--- config.mk ---
export PLATFORM = sky130hd
export DESIGN_NAME = softmax_argmax_stream_flat
export DESIGN_NICKNAME = d
export VERILOG_FILES = /design/src/rtl/softmax_argmax_stream_if.sv /design/src/rtl/softmax_argmax_stream.sv /design/src/flat_wrapper.sv
export SDC_FILE = /design/constraint.sdc
export NUM_CORES = 1
export LEC_CHECK = 0
export CAP_MARGIN = 10
export CORE_MARGIN = 4
export CORE_UTILIZATION = 52
export CTS_BUF_LIST = sky130_fd_sc_hd__clkbuf_2 sky130_fd_sc_hd__clkbuf_4 sky130_fd_sc_hd__clkbuf_8
export DETAILED_ROUTE_END_ITERATION = 10
export PLACE_DENSITY = 0.85
export SYNTH_ARGS = -nofsm -noshare
export SYNTH_HDL_FRONTEND = slang
export SYNTH_SLANG_ARGS = --single-unit
--- constraint.sdc ---
create_clock -name clk -period 3.1 [get_ports clk]
set_input_delay 0.62 -clock clk [delete_from_list [all_inputs] [get_ports clk]]
set_output_delay 0.62 -clock clk [all_outputs]
set_load 0.005 [all_outputs]
--- src/rtl/softmax_argmax_stream_if.sv ---
// rtl/softmax_argmax_stream_if.sv - score-in / result-out handshake bundle for softmax_argmax_stream
interface softmax_argmax_stream_if #(
  parameter int IN_WIDTH  = 4,
  parameter int IDX_WIDTH = 4
);
  logic                 in_valid;
  logic                 in_ready;
  logic [IN_WIDTH-1:0]  in_data;
  logic                 out_valid;
  logic                 out_ready;
  logic [IDX_WIDTH-1:0] out_index;
  logic [IN_WIDTH-1:0]  out_max;
  logic                 out_tie;

  modport slave (
    input  in_valid, in_data, out_ready,
    output in_ready, out_valid, out_index, out_max, out_tie
  );

  modport master (
    output in_valid, in_data, out_ready,
    input  in_ready, out_valid, out_index, out_max, out_tie
  );
endinterface

--- src/rtl/softmax_argmax_stream.sv ---
// rtl/softmax_argmax_stream.sv - serial running-max classifier: one score per beat, result held per frame
module softmax_argmax_stream #(
  parameter int IN_WIDTH    = 4,
  parameter int NUM_CLASSES = 10,
  parameter int IDX_WIDTH   = 4,
  parameter int SIGNED_MODE = 0
) (
  input  logic                    clk,
  input  logic                    reset_n,
  softmax_argmax_stream_if.slave  bus
);
  localparam logic [0:0] ACCUM = 1'b0;
  localparam logic [0:0] OUT   = 1'b1;
  localparam logic [IDX_WIDTH-1:0] LAST = IDX_WIDTH'(NUM_CLASSES - 1);

  logic [0:0]           state;
  logic [IDX_WIDTH-1:0] count;
  logic [IDX_WIDTH-1:0] idx_q;
  logic [IN_WIDTH-1:0]  max_q;
  logic                 tie_q;
  logic                 greater;

  always_comb begin
    greater = 1'b0;
    if (SIGNED_MODE != 0) greater = $signed(bus.in_data) > $signed(max_q);
    else                  greater = bus.in_data > max_q;
  end

  assign bus.in_ready  = (state == ACCUM);
  assign bus.out_valid = (state == OUT);
  assign bus.out_index = idx_q;
  assign bus.out_max   = max_q;
  assign bus.out_tie   = tie_q;

  always_ff @(posedge clk or negedge reset_n) begin
    if (!reset_n) begin
      state <= ACCUM;
      count <= '0;
      idx_q <= '0;
      max_q <= '0;
      tie_q <= 1'b0;
    end else begin
      case (state)
        ACCUM: begin
          if (bus.in_valid) begin
            // Class 0 seeds the frame; later equal scores only flag a tie so the lowest index wins.
            if (count == '0) begin
              max_q <= bus.in_data;
              idx_q <= '0;
              tie_q <= 1'b0;
            end else if (greater) begin
              max_q <= bus.in_data;
              idx_q <= count;
              tie_q <= 1'b0;
            end else if (bus.in_data == max_q) begin
              tie_q <= 1'b1;
            end
            if (count == LAST) begin
              count <= '0;
              state <= OUT;
            end else begin
              count <= count + IDX_WIDTH'(1);
            end
          end
        end
        default: begin
          if (bus.out_ready) state <= ACCUM;
        end
      endcase
    end
  end
endmodule

--- src/flat_wrapper.sv ---
// flat-port wrapper written by rule: the top's interface ports become plain ports
module softmax_argmax_stream_flat 
#(
  parameter int IN_WIDTH    = 4,
  parameter int NUM_CLASSES = 10,
  parameter int IDX_WIDTH   = 4,
  parameter int SIGNED_MODE = 0
)
  (clk, reset_n, bus_in_valid, bus_in_data, bus_out_ready, bus_in_ready, bus_out_valid, bus_out_index, bus_out_max, bus_out_tie);
  softmax_argmax_stream_if #(.IN_WIDTH(IN_WIDTH), .IDX_WIDTH(IDX_WIDTH)) bus_i ();
  input  logic clk;
  input  logic reset_n;
  input wire logic [$bits(bus_i.in_valid)-1:0] bus_in_valid;
  input wire logic [$bits(bus_i.in_data)-1:0] bus_in_data;
  input wire logic [$bits(bus_i.out_ready)-1:0] bus_out_ready;
  output wire logic [$bits(bus_i.in_ready)-1:0] bus_in_ready;
  output wire logic [$bits(bus_i.out_valid)-1:0] bus_out_valid;
  output wire logic [$bits(bus_i.out_index)-1:0] bus_out_index;
  output wire logic [$bits(bus_i.out_max)-1:0] bus_out_max;
  output wire logic [$bits(bus_i.out_tie)-1:0] bus_out_tie;
  assign bus_i.in_valid = bus_in_valid;
  assign bus_i.in_data = bus_in_data;
  assign bus_i.out_ready = bus_out_ready;
  assign bus_in_ready = bus_i.in_ready;
  assign bus_out_valid = bus_i.out_valid;
  assign bus_out_index = bus_i.out_index;
  assign bus_out_max = bus_i.out_max;
  assign bus_out_tie = bus_i.out_tie;
  softmax_argmax_stream #(.IN_WIDTH(IN_WIDTH), .NUM_CLASSES(NUM_CLASSES), .IDX_WIDTH(IDX_WIDTH), .SIGNED_MODE(SIGNED_MODE)) u_core (.clk(clk), .reset_n(reset_n), .bus(bus_i));
endmodule
# After elaboration in Yosys (flattened, before gate mapping)
# Cells that the tools add are included.
# totals
reg_bits	14
input_bits	8
out_inout_bits	11
elab_cells	28
# classes
addsub	1
order_cmp	1
eq_ne	2
mux	12
bitwise	1
reduce_logical	6
# op_table
op	count
$mux W4	5
$mux W1	7
$reduce_and A3 Y1	2
$add A4 B1 Y4 const B	1
$eq A4 B4 Y1	1
$eq A4 B4 Y1 const B	1
$gt A4 B4 Y1	1
$logic_not A4 Y1	1
$reduce_bool A3 Y1	1
$reduce_and A2 Y1	1
$reduce_bool A2 Y1	1
$not A1 Y1	1

# Logic depth before layout (Yosys ltp)
# Gate-level depths: netlist of the first run.
# logic_depth
depth_word	4
ltp_mapped	6
ltp_nobuf	6

# Worst setup path before layout of the first run
# OpenSTA, ideal clock, no wires.
# synth_timing
path_type	input-to-reg
start	input port bus_in_data[1]
end	register u_core.max_q[0] (netlist: u_core.bus.out_max[0])
setup_ns	0.125
t_arrival_ns	1.785
required_ns	2.975
setup_slack_ns	1.190
stages	5
n_path_buf	0
cell_sequence	ha_1 -> nor2b_1 -> o211ai_1 -> a31oi_4 -> mux2_2
# synth_via
elab_chain_len	3
# synth_rtl
element	line	source
start: declaration	flat_wrapper.sv:14	input wire logic [$bits(bus_i.in_data)-1:0] bus_in_data;
$gt A4 B4 Y1	softmax_argmax_stream.sv:26	else greater = bus.in_data > max_q;
$reduce_bool A2 Y1 (no line)	--	
$reduce_and A3 Y1 (no line)	--	
end signal: assignment	softmax_argmax_stream.sv:48	max_q <= bus.in_data;
end signal: assignment	softmax_argmax_stream.sv:52	max_q <= bus.in_data;
end: declaration	softmax_argmax_stream.sv:19	logic [IN_WIDTH-1:0] max_q;
# No other way between the ends.
# A chain may end at the register's enable or synchronous reset.

# Worst setup path after layout of the first run
# layout_timing
start	input port bus_in_data[1]
end	register u_core.idx_q[0] (netlist: u_core.bus.out_index[0])
# layout_via
elab_chain_len	3
# layout_rtl
element	line	source
$gt A4 B4 Y1	softmax_argmax_stream.sv:26	
$reduce_bool A2 Y1 (no line)	--	
$reduce_and A3 Y1 (no line)	--	
end signal: assignment	softmax_argmax_stream.sv:53	idx_q <= count;
end: declaration	softmax_argmax_stream.sv:18	logic [IDX_WIDTH-1:0] idx_q;
# No other way between the ends.

==> flow_summary.yaml, run 1 <==
outcome:
  status: "finished clean"
grt:
  grt_antenna_before_repair: 0
  track_usage_pct: 17.7
  largest_net_degree_at_the_start_of_global_routing: 15
  total_congestion_overflow: 0
  number_of_global_route_vias_before_repair: 570
  wire_length_of_the_first_global_routing_pass_um: 2570
logic_synthesis:
  synthDistinctLibCells: 26
  synth.net_count: 71
  async_reset_ff_share_pct: 100
  netlist_area_before_placement_um2: 707
  synth.yosys.seq_area_share_pct: 49.6
  synth_largest_type_area_fraction_pct: 49.6
  syn_inst: 59
  synthDominantAreaCellType: "sky130_fd_sc_hd__dfrtp_1"
  synth.top_cells.by_area: "sky130_fd_sc_hd__dfrtp_1, sky130_fd_sc_hd__mux2_2, sky130_fd_sc_hd__ha_1"
  syn_avg_cell_area_um2: 12.0
  ys.flop_type: "sky130_fd_sc_hd__dfrtp_1"
  yosysMostFrequentCell: "sky130_fd_sc_hd__dfrtp_1"
  ys_top_cells_by_count: "sky130_fd_sc_hd__dfrtp_1, sky130_fd_sc_hd__mux2_2, sky130_fd_sc_hd__inv_1, sky130_fd_sc_hd__ha_1, sky130_fd_sc_hd__o21ai_0"
  yosys_warnings: 0
  yosys_register_bits: 14
  synth_edf_count: 0
worst_setup_path:
  worstPathCellList: "clkdlybuf4s50_1 -> ha_1 -> nor2b_1 -> o211ai_1 -> a31oi_4 -> mux2_2"
  r2r_start: "u_core.bus.out_max[1]$_DFFE_PN0P_"
  required_time_of_the_critical_path_ps: 3260
  critPathArrivalTime_ps: 2480
  setup.worst_path.end_class: "register"
  timing.critical_path.slowest_cell_delay_ps: 440
  crit_slowest_cell: "sky130_fd_sc_hd__clkdlybuf4s50_1"
  critical_path.startpoint: "bus_in_data[1]"
  criticalPathCategory: "in -> reg"
  largest_fanout_of_any_net_on_the_critical_path: 8
  startpoint_type: "input pin"
cts:
  cts-htree-levels: 1
  cts-root-buf: "sky130_fd_sc_hd__clkbuf_4"
  cts_max_path_buffers: 2
  cts_num_sinks: 14
  clkLatencyLatePin_ps: 280
  worst_setup_hold_path_clk_slew_ps: 90
  cts_resized: 0
  tritoncts_clock_tree: "built"
  postCtsSetupBuffers: 0
  cts.hold.buffers_added: 0
  cts-buffers-inserted: 3
sta:
  fin_crit_ps: 2320
  layout_worst_path_cycle_share_pct: 74.8
  finalClockSkew_ps: 4.38
  hold_violations: 0
  maxSlewViolCount: 0
  tightest_slew_ps: 606
  grt_setup_unrepaired: "false"
  setup-violations-final: 0
  max_freq_mhz: 431
  setup_tns_ps: 0
  maxSlewHeadroom_pct: 59.5
route:
  antenna_violation_net_count_after_detailed_routing: 0
  detailed_route_iter0_violations: 8
  detail_route.drc_violations: 0
  postRouteWirelength_um: 1480
  drt_first_pass_iters: 4
  route.vias.total: 533
  post_drt_wl_per_cell_um: 15.6
  viasPerCell: 5.61
pwr:
  design_power_total_mw: 0.935
  ir_worst_vdd_uv: 589
  pwr_density_cell_nw_per_um2: 998
  cellLeakagePower_nw: 0.403
layout:
  multi_input_comb_area_um2: 329
  drive_gt1_share_pct: 20.0
  layoutNonFillerInstCount: 95
  area.sequential_um2: 350
  final.fill_count: 100
  post-route-util_pct: 72.9
  nets: 93
  antenna_cells: 0
  synthToLayoutAreaGrowth_pct: 32.6
floorplan:
  die_h_um: 44.9
  core_region_area_um2: 1280
  std_cell_rows: 13
  die_width_um: 44.9
  die_area_um2: 2010
  io_pins: 19
  initial_utilization_pct: 55.0
placement:
  io_buffer_count: 18
  placed_cells: 91
  place_congestion: 0.704
  hpwl_um: 1100
hold_path:
  timing.hold.worst.class: "reg -> reg"
  holdCritStartpoint: "u_core.bus.out_index[3]$_DFFE_PN0P_"
job:
  cap_viol_max_count: 0
[power by group]
| part | switching (mW) | total, mW | internal (mW) |
|---|---|---|---|
| Sequential | 0.0917 | 0.363 | 0.271 |
| Clock | 0.0583 | 0.130 | 0.0714 |
| Combinational | 0.171 | 0.442 | 0.272 |
| Total | 0.321 | 0.935 | 0.614 |
[per-stage QoR]
stage	cell area [um2]	hold WS (ps)	setup slack, ps
floorplan	707	324	1190
global placement	901	496	643
detailed placement	901	496	574
CTS	937	516	772
global route	937	539	714
finish	937	513	781
[layout make-up]
class,count,area share [%]
Sequential cell,14,37.4
Timing Repair Buffer,18,19.2
Multi-Input combinational cell,38,35.1
Inverter,6,2.40
Tap cell,15,2.00
Clock buffer,4,3.87
[path summary, 6_finish.rpt]
| kind | end | slack (ps) | depth (start not counted) |
|---|---|---|---|
| max in group asynchronous | u_core.bus.out_max[1]$_DFFE_PN0P_ | 1990 | 1 |
| hold reg to reg | u_core.bus.out_index[3]$_DFFE_PN0P_ | 510 | 1 |
| setup reg to reg | u_core.bus.out_index[0]$_DFFE_PN0P_ | 1140 | 6 |
| setup / recovery | u_core.bus.out_index[0]$_DFFE_PN0P_ | 780 | 6 |
| hold / removal | u_core.bus.out_index[3]$_DFFE_PN0P_ | 510 | 1 |
| min in group asynchronous | u_core.count[3]$_DFFE_PN0P_ | 720 | 1 |
[metal layers]
metal	global-route usage [%]	wire (um)
met3	3.59	60
met2	32.1	780
met5	0	0
met1	20.5	638
met4	6.43	0
[cell families (layout without fill, tap and decap cells)]
logic type	after synthesis	in the layout	share of synthesized area, %
flops	14	14	49.6
simple gates	14	14	13.3
compound gates	10	10	11.0
mux	8	8	12.7
buf+inv	7	28	3.89
fa+ha+maj	4	4	7.08
xor+xnor	2	2	2.48
[placed cells by master (no fill, tap or decap), types with 2 or more instances in the layout]
cell,instances
sky130_fd_sc_hd__dfrtp_1,14
sky130_fd_sc_hd__ha_1,4
sky130_fd_sc_hd__clkdlybuf4s50_1,18
sky130_fd_sc_hd__o21ai_0,4
sky130_fd_sc_hd__inv_1,6
sky130_fd_sc_hd__mux2_2,8
sky130_fd_sc_hd__nand2_1,2
sky130_fd_sc_hd__nor2b_1,2
sky130_fd_sc_hd__clkbuf_4,3
[registers in the layout (all words and copies together), names as in the netlist]
signal                flops
u_core.bus.out_max        4
u_core.count              4
u_core.bus.out_tie        1
u_core.bus.out_index      4
u_core.bus.out_valid      1
[critical path: cells and delay by family]
family,cells,cell delay (ps)
simple gates,1,170
fa+ha+maj,1,320
buf+inv,1,440
compound gates,2,550
mux,1,380
(Power assumes the default switching activity.)
==> run 2: changes to the inputs <==
- CORE_UTILIZATION: 52 -> 44
- PLACE_DENSITY: 0.85 -> 0.77
- clock period: 3.1 -> 1.9 ns (I/O delays scaled with it)
==> flow_summary.yaml, run 2 (synthesis results as in run 1) <==
route:
  detailed_route_iter0_violations: 12
  drt_first_pass_iters: 4
  route.vias.total: 610
  postRouteWirelength_um: 1760
  antenna_violation_net_count_after_detailed_routing: 0
  detail_route.drc_violations: 0
  post_drt_wl_per_cell_um: 16.8
  viasPerCell: 5.81
worst_setup_path:
  largest_fanout_of_any_net_on_the_critical_path: 3
  criticalPathCategory: "in -> reg"
  critPathArrivalTime_ps: 2040
  critical_path.startpoint: "bus_in_data[0]"
  r2r_cells: 4
  r2r_start: "u_core.count[0]$_DFFE_PN0P_"
  rrSetupSlack_ps: 50
  r2r-end: "u_core.bus.out_max[3]$_DFFE_PN0P_"
  timing.critical_path.to: "u_core.bus.out_max[3]$_DFFE_PN0P_"
  startpoint_type: "input pin"
  required_time_of_the_critical_path_ps: 2080
  setup.worst_path.end_class: "register"
floorplan:
  die_h_um: 48.1
  die_area_um2: 2310
  std_cell_rows: 14
  die_width_um: 48.1
  core_region_area_um2: 1510
  io_pins: 19
  initial_utilization_pct: 46.9
cts:
  worst_setup_hold_path_clk_slew_ps: 90
  cts-htree-levels: 1
  clkLatencyLatePin_ps: 290
  tritoncts_clock_tree: "built"
  cts.hold.buffers_added: 0
  cts_max_path_buffers: 2
  cts_num_sinks: 14
  cts-buffers-inserted: 3
  cts-root-buf: "sky130_fd_sc_hd__clkbuf_4"
grt:
  number_of_global_route_vias_before_repair: 596
  total_congestion_overflow: 0
  met2_track_demand_over_resource_pct: 28.5
  groute.layer.met1.usage_pct: 20.7
  track_usage_pct: 17.5
  largest_net_degree_at_the_start_of_global_routing: 15
  wire_length_of_the_first_global_routing_pass_um: 2710
  grt-busiest-layer: "met2"
  grt.met3_usage_pct: 4.14
  grt_antenna_before_repair: 0
layout:
  mostFrequentLayoutCell: "sky130_fd_sc_hd__clkdlybuf4s50_1"
  final.fill_count: 113
  synthToLayoutAreaGrowth_pct: 50.6
  layout_common_cells: "sky130_fd_sc_hd__clkdlybuf4s50_1, sky130_fd_sc_hd__dfrtp_1, sky130_fd_sc_hd__mux2_4, sky130_fd_sc_hd__buf_4, sky130_fd_sc_hd__inv_1"
  area.sequential_um2: 350
  layoutNonFillerInstCount: 105
  antenna_cells: 0
  nets: 102
  multi_input_comb_area_um2: 382
  drive_gt1_share_pct: 32.6
  finish.instance_area_um2: 1060
pwr:
  design_power_total_mw: 1.81
  pwr_density_cell_nw_per_um2: 1700
  cellLeakagePower_nw: 0.477
  ir_worst_vdd_uv: 881
sta:
  max_freq_mhz: 539
  setup-violations-final: 0
  fin_crit_ps: 1860
  maxSlewViolCount: 0
  tightest_slew_ps: 641
  layout_worst_path_cycle_share_pct: 97.7
  finalClockSkew_ps: 2.96
  hold_violations: 0
  maxSlewHeadroom_pct: 57.1
placement:
  hpwl_um: 1050
  placed_cells: 96
  postPlaceCellArea_um2: 932
  io_buffer_count: 18
  place_congestion: 0.794
hold_path:
  timing.hold.worst.class: "in -> async"
job:
  cap_viol_max_count: 0
outcome:
  status: "finished clean"
## run 2: cell count changes in the layout (fill, tap and decap cells not counted), moves of 2 or more
cell	change
sky130_fd_sc_hd__mux2_2	-7
sky130_fd_sc_hd__mux2_4	+7
sky130_fd_sc_hd__buf_6	+2
sky130_fd_sc_hd__buf_4	+7
## run 2: worst max-delay path: stages
cell and delay (ps):
sky130_fd_sc_hd__clkdlybuf4s50_1 470, sky130_fd_sc_hd__inv_1 40, sky130_fd_sc_hd__ha_1 270, sky130_fd_sc_hd__nand4_1 130, sky130_fd_sc_hd__o21ai_2 90, sky130_fd_sc_hd__a31oi_4 180, sky130_fd_sc_hd__buf_6 140, sky130_fd_sc_hd__mux2_2 330
## run 2: what timing repair did
item | in CTS | in global routing
pin swaps | 3 | 2
gates resized for setup | 11 | 4
buffers inserted | 3 | 2
endpoints found under the setup margin | 8 | 8
## run 2: worst min-delay path by stage
stage	startpoint	end	slack [ps]
6_report	reset_n	u_core.count[0]$_DFFE_PN0P_	480
2_1_floorplan	reset_n	u_core.bus.out_index[0]$_DFFE_PN0P_	80
3_5_place_dp	u_core.bus.out_index[2]$_DFFE_PN0P_	u_core.bus.out_index[2]$_DFFE_PN0P_	500
4_1_cts	bus_in_data[1]	u_core.bus.out_max[1]$_DFFE_PN0P_	480
3_3_place_gp	u_core.bus.out_index[1]$_DFFE_PN0P_	u_core.bus.out_index[1]$_DFFE_PN0P_	500
5_1_grt	bus_in_data[1]	u_core.bus.out_max[1]$_DFFE_PN0P_	480
## run 2: routing by layer
layer / part of all wire [%] / vias up
li1: - / 273
met1: 46 / 311
met2: 47 / 24
met3: 5.6 / 2
met4: 1.3 / 0
met5: 0 / -
## run 2: stage by stage
stage	util, %	setup WS (ps)	hold WS [ps]	TNS (ps)
3_5_place_dp	61.9	-353	497	-2800
6_report	70.7	43.8	476	0
3_3_place_gp	61.9	-340	500	-2690
5_1_grt	70.7	-10.9	481	-27.5
4_1_cts	67.9	45.8	478	0
2_1_floorplan	-	154	84.4	0
## run 2: final cells by class
type,count,share of cell area (%)
clock buffers,4,3.41
inverters,6,2.12
multi-input cells,38,35.8
flip-flops and latches,14,32.9
well taps,16,1.88
repair buffers,27,23.9
## run 2: where the power goes
group | switching [mW] | internal (mW)
Combinational | 0.376 | 0.635
Sequential | 0.136 | 0.443
Clock | 0.104 | 0.117
==> edit (config.mk and constraints of run 2) <==
Reset style: synchronous (`reset_n`), changed in one clocked block.
--- a/src/rtl/softmax_argmax_stream.sv
+++ b/src/rtl/softmax_argmax_stream.sv
@@ -32,7 +32,7 @@
   assign bus.out_max   = max_q;
   assign bus.out_tie   = tie_q;
 
-  always_ff @(posedge clk or negedge reset_n) begin
+  always_ff @(posedge clk) begin
     if (!reset_n) begin
       state <= ACCUM;
       count <= '0;
Function: differs if reset_n is asserted again (counterexample within 4 cycles, from zero or initial values and one cycle with reset_n low); with reset_n held inactive, the same outputs for 10 cycles.
==> edit against run 2 <==
Register-to-register slack better by 0.11 ns; utilization shrank 4.2 points; setup slack better by 0.041 ns; wire length shrank 22%; largest cell class unchanged; sequential share of layout area decreased by 5.2 points; critical endpoint is now u_core.bus.out_index[2]; fmax increased by 2.3%; sequential cell count unchanged; design area down 4.8%; synthesized area is 1.8% higher; die area up 1.5%; cell count increased by 15%.
Power is not compared: it rests on default switching activity, and its combinational part moved more than twofold at a synthesized area within 25%.
==> edit: results (changes against run 2) <==
- Status: finished, final reports clean
- Post-DR vias/cell: 4.98 (-14%)
- GPL Wtd Cong: 0.778 (-2.1%)
- Hpwl dp: 1080 microns (+2.2%)
- Critical Path Fanout Max: 7 (+4)
- Skew final: 0.00756 ns (+0.00460 ns)
- Commonest cells in the netlist: nand2_1 (16), dfxtp_1 (14), mux2i_1 (8)
- Fraction of registers with async set/reset: 0 (-1.00)
- Post-synthesis adder-cell area fraction: 0.0696 (-0.00123)
- Met3 routed WL: 73 microns (-26%)
- Fillers: 127 (+12%)
- Global routing usage on met1: 0.180 (-0.0271)
- Post-Syn Area per Cell: 9.11 sq um (-24%)
- Largest net degree at the start of global routing: 23 (+8)
- Netlist cell types: 25 (-3.8%)
- Worst skew pair latency: 0.27 ns (-0.02 ns)
- Number of instances in the placed design: 117 (+22%)
- Xor and xnor area share after synthesis: 0.0243 (-0.000431)
- WL met1: 689 microns (-15%)
- WP data arrival: 2.01 ns (-0.03 ns)
- Vias in the first global route: 598 (+0.34%)
- Post-synthesis sequential area ratio: 0.390 (-0.106)
- Multi-input gate area: 415 sq um (+8.9%)
- Clock transition at path regs: 0.07 ns (-0.02 ns)
- Clock-cell share of area: 0.0358 (+0.00172)
- Register area: 280 sq um (-20%)
- Placed Area: 970 sq um (+4.0%)
- Non-clk bufs: 24 (-11%)
- Mux share of post-synthesis cell area: 0.111 (-0.0161)
- Detailed Route Iter0 Violations: 6 (-6)
- Met3 Usage GRT: 0.0644 (+0.0231)
- Signal buf overhead: 0.240 (+0.000963)
- Avg WL per Cell: 11.3 microns (-32%)
- Post-CTS Setup Bufs: 0 (-3)
- Synth top area cells: dfxtp_1 (39%), mux2i_1 (11%), nand2_1 (8.3%)
- Highest Signal Layer: met3
- Layout cells sized above 1: 0.133 (-0.193)
- Compound-Gate Fraction of Synth Area: 0.115 (+0.00505)
- Invs w/o clock: 5 (-1)
- PostCTS Resize Cnt: 0 (-11)
- GR Util met2: 0.191 (-0.0937)
- Sequential share of cell area: 0.277 (-0.0525)
- Post-synthesis cell area: 719 sq um (+1.8%)
- CP max stage delay: 0.43 ns (-0.04 ns)
- Routed wl met2: 609 microns (-26%)
- Gr usage total: 0.132 (-0.0432)
- Synth area leader: dfxtp_1
[edit: final timing paths]
kind / from / slack (ns) / depth (start not counted) / to
hold / removal: bus_in_data[1] / 0.41 / 3 / u_core.bus.out_max[1]
hold reg to reg: u_core.bus.out_index[1] / 0.46 / 2 / u_core.bus.out_index[1]
setup reg to reg: u_core.bus.out_max[1] / 0.16 / 7 / u_core.bus.out_index[2]
setup / recovery: bus_in_data[3] / 0.09 / 6 / u_core.bus.out_index[2]
[edit: metrics by stage]
| step | setup TNS (ns) | hold WS [ns] | setup WS, ns |
|---|---|---|---|
| 2_1_floorplan | 0 | 0.451 | 0.228 |
| 3_3_place_gp | -1.21 | 0.450 | -0.168 |
| 3_5_place_dp | -1.80 | 0.450 | -0.248 |
| 4_1_cts | 0 | 0.469 | 0.0402 |
| 5_1_grt | 0 | 0.428 | 0.00989 |
| 6_report | 0 | 0.409 | 0.0852 |
[edit: tightest hold or removal path: stages]
cell	delay (ns)
dlymetal6s2s_1	0.14
nand2_1	0.06
mux2i_1	0.06
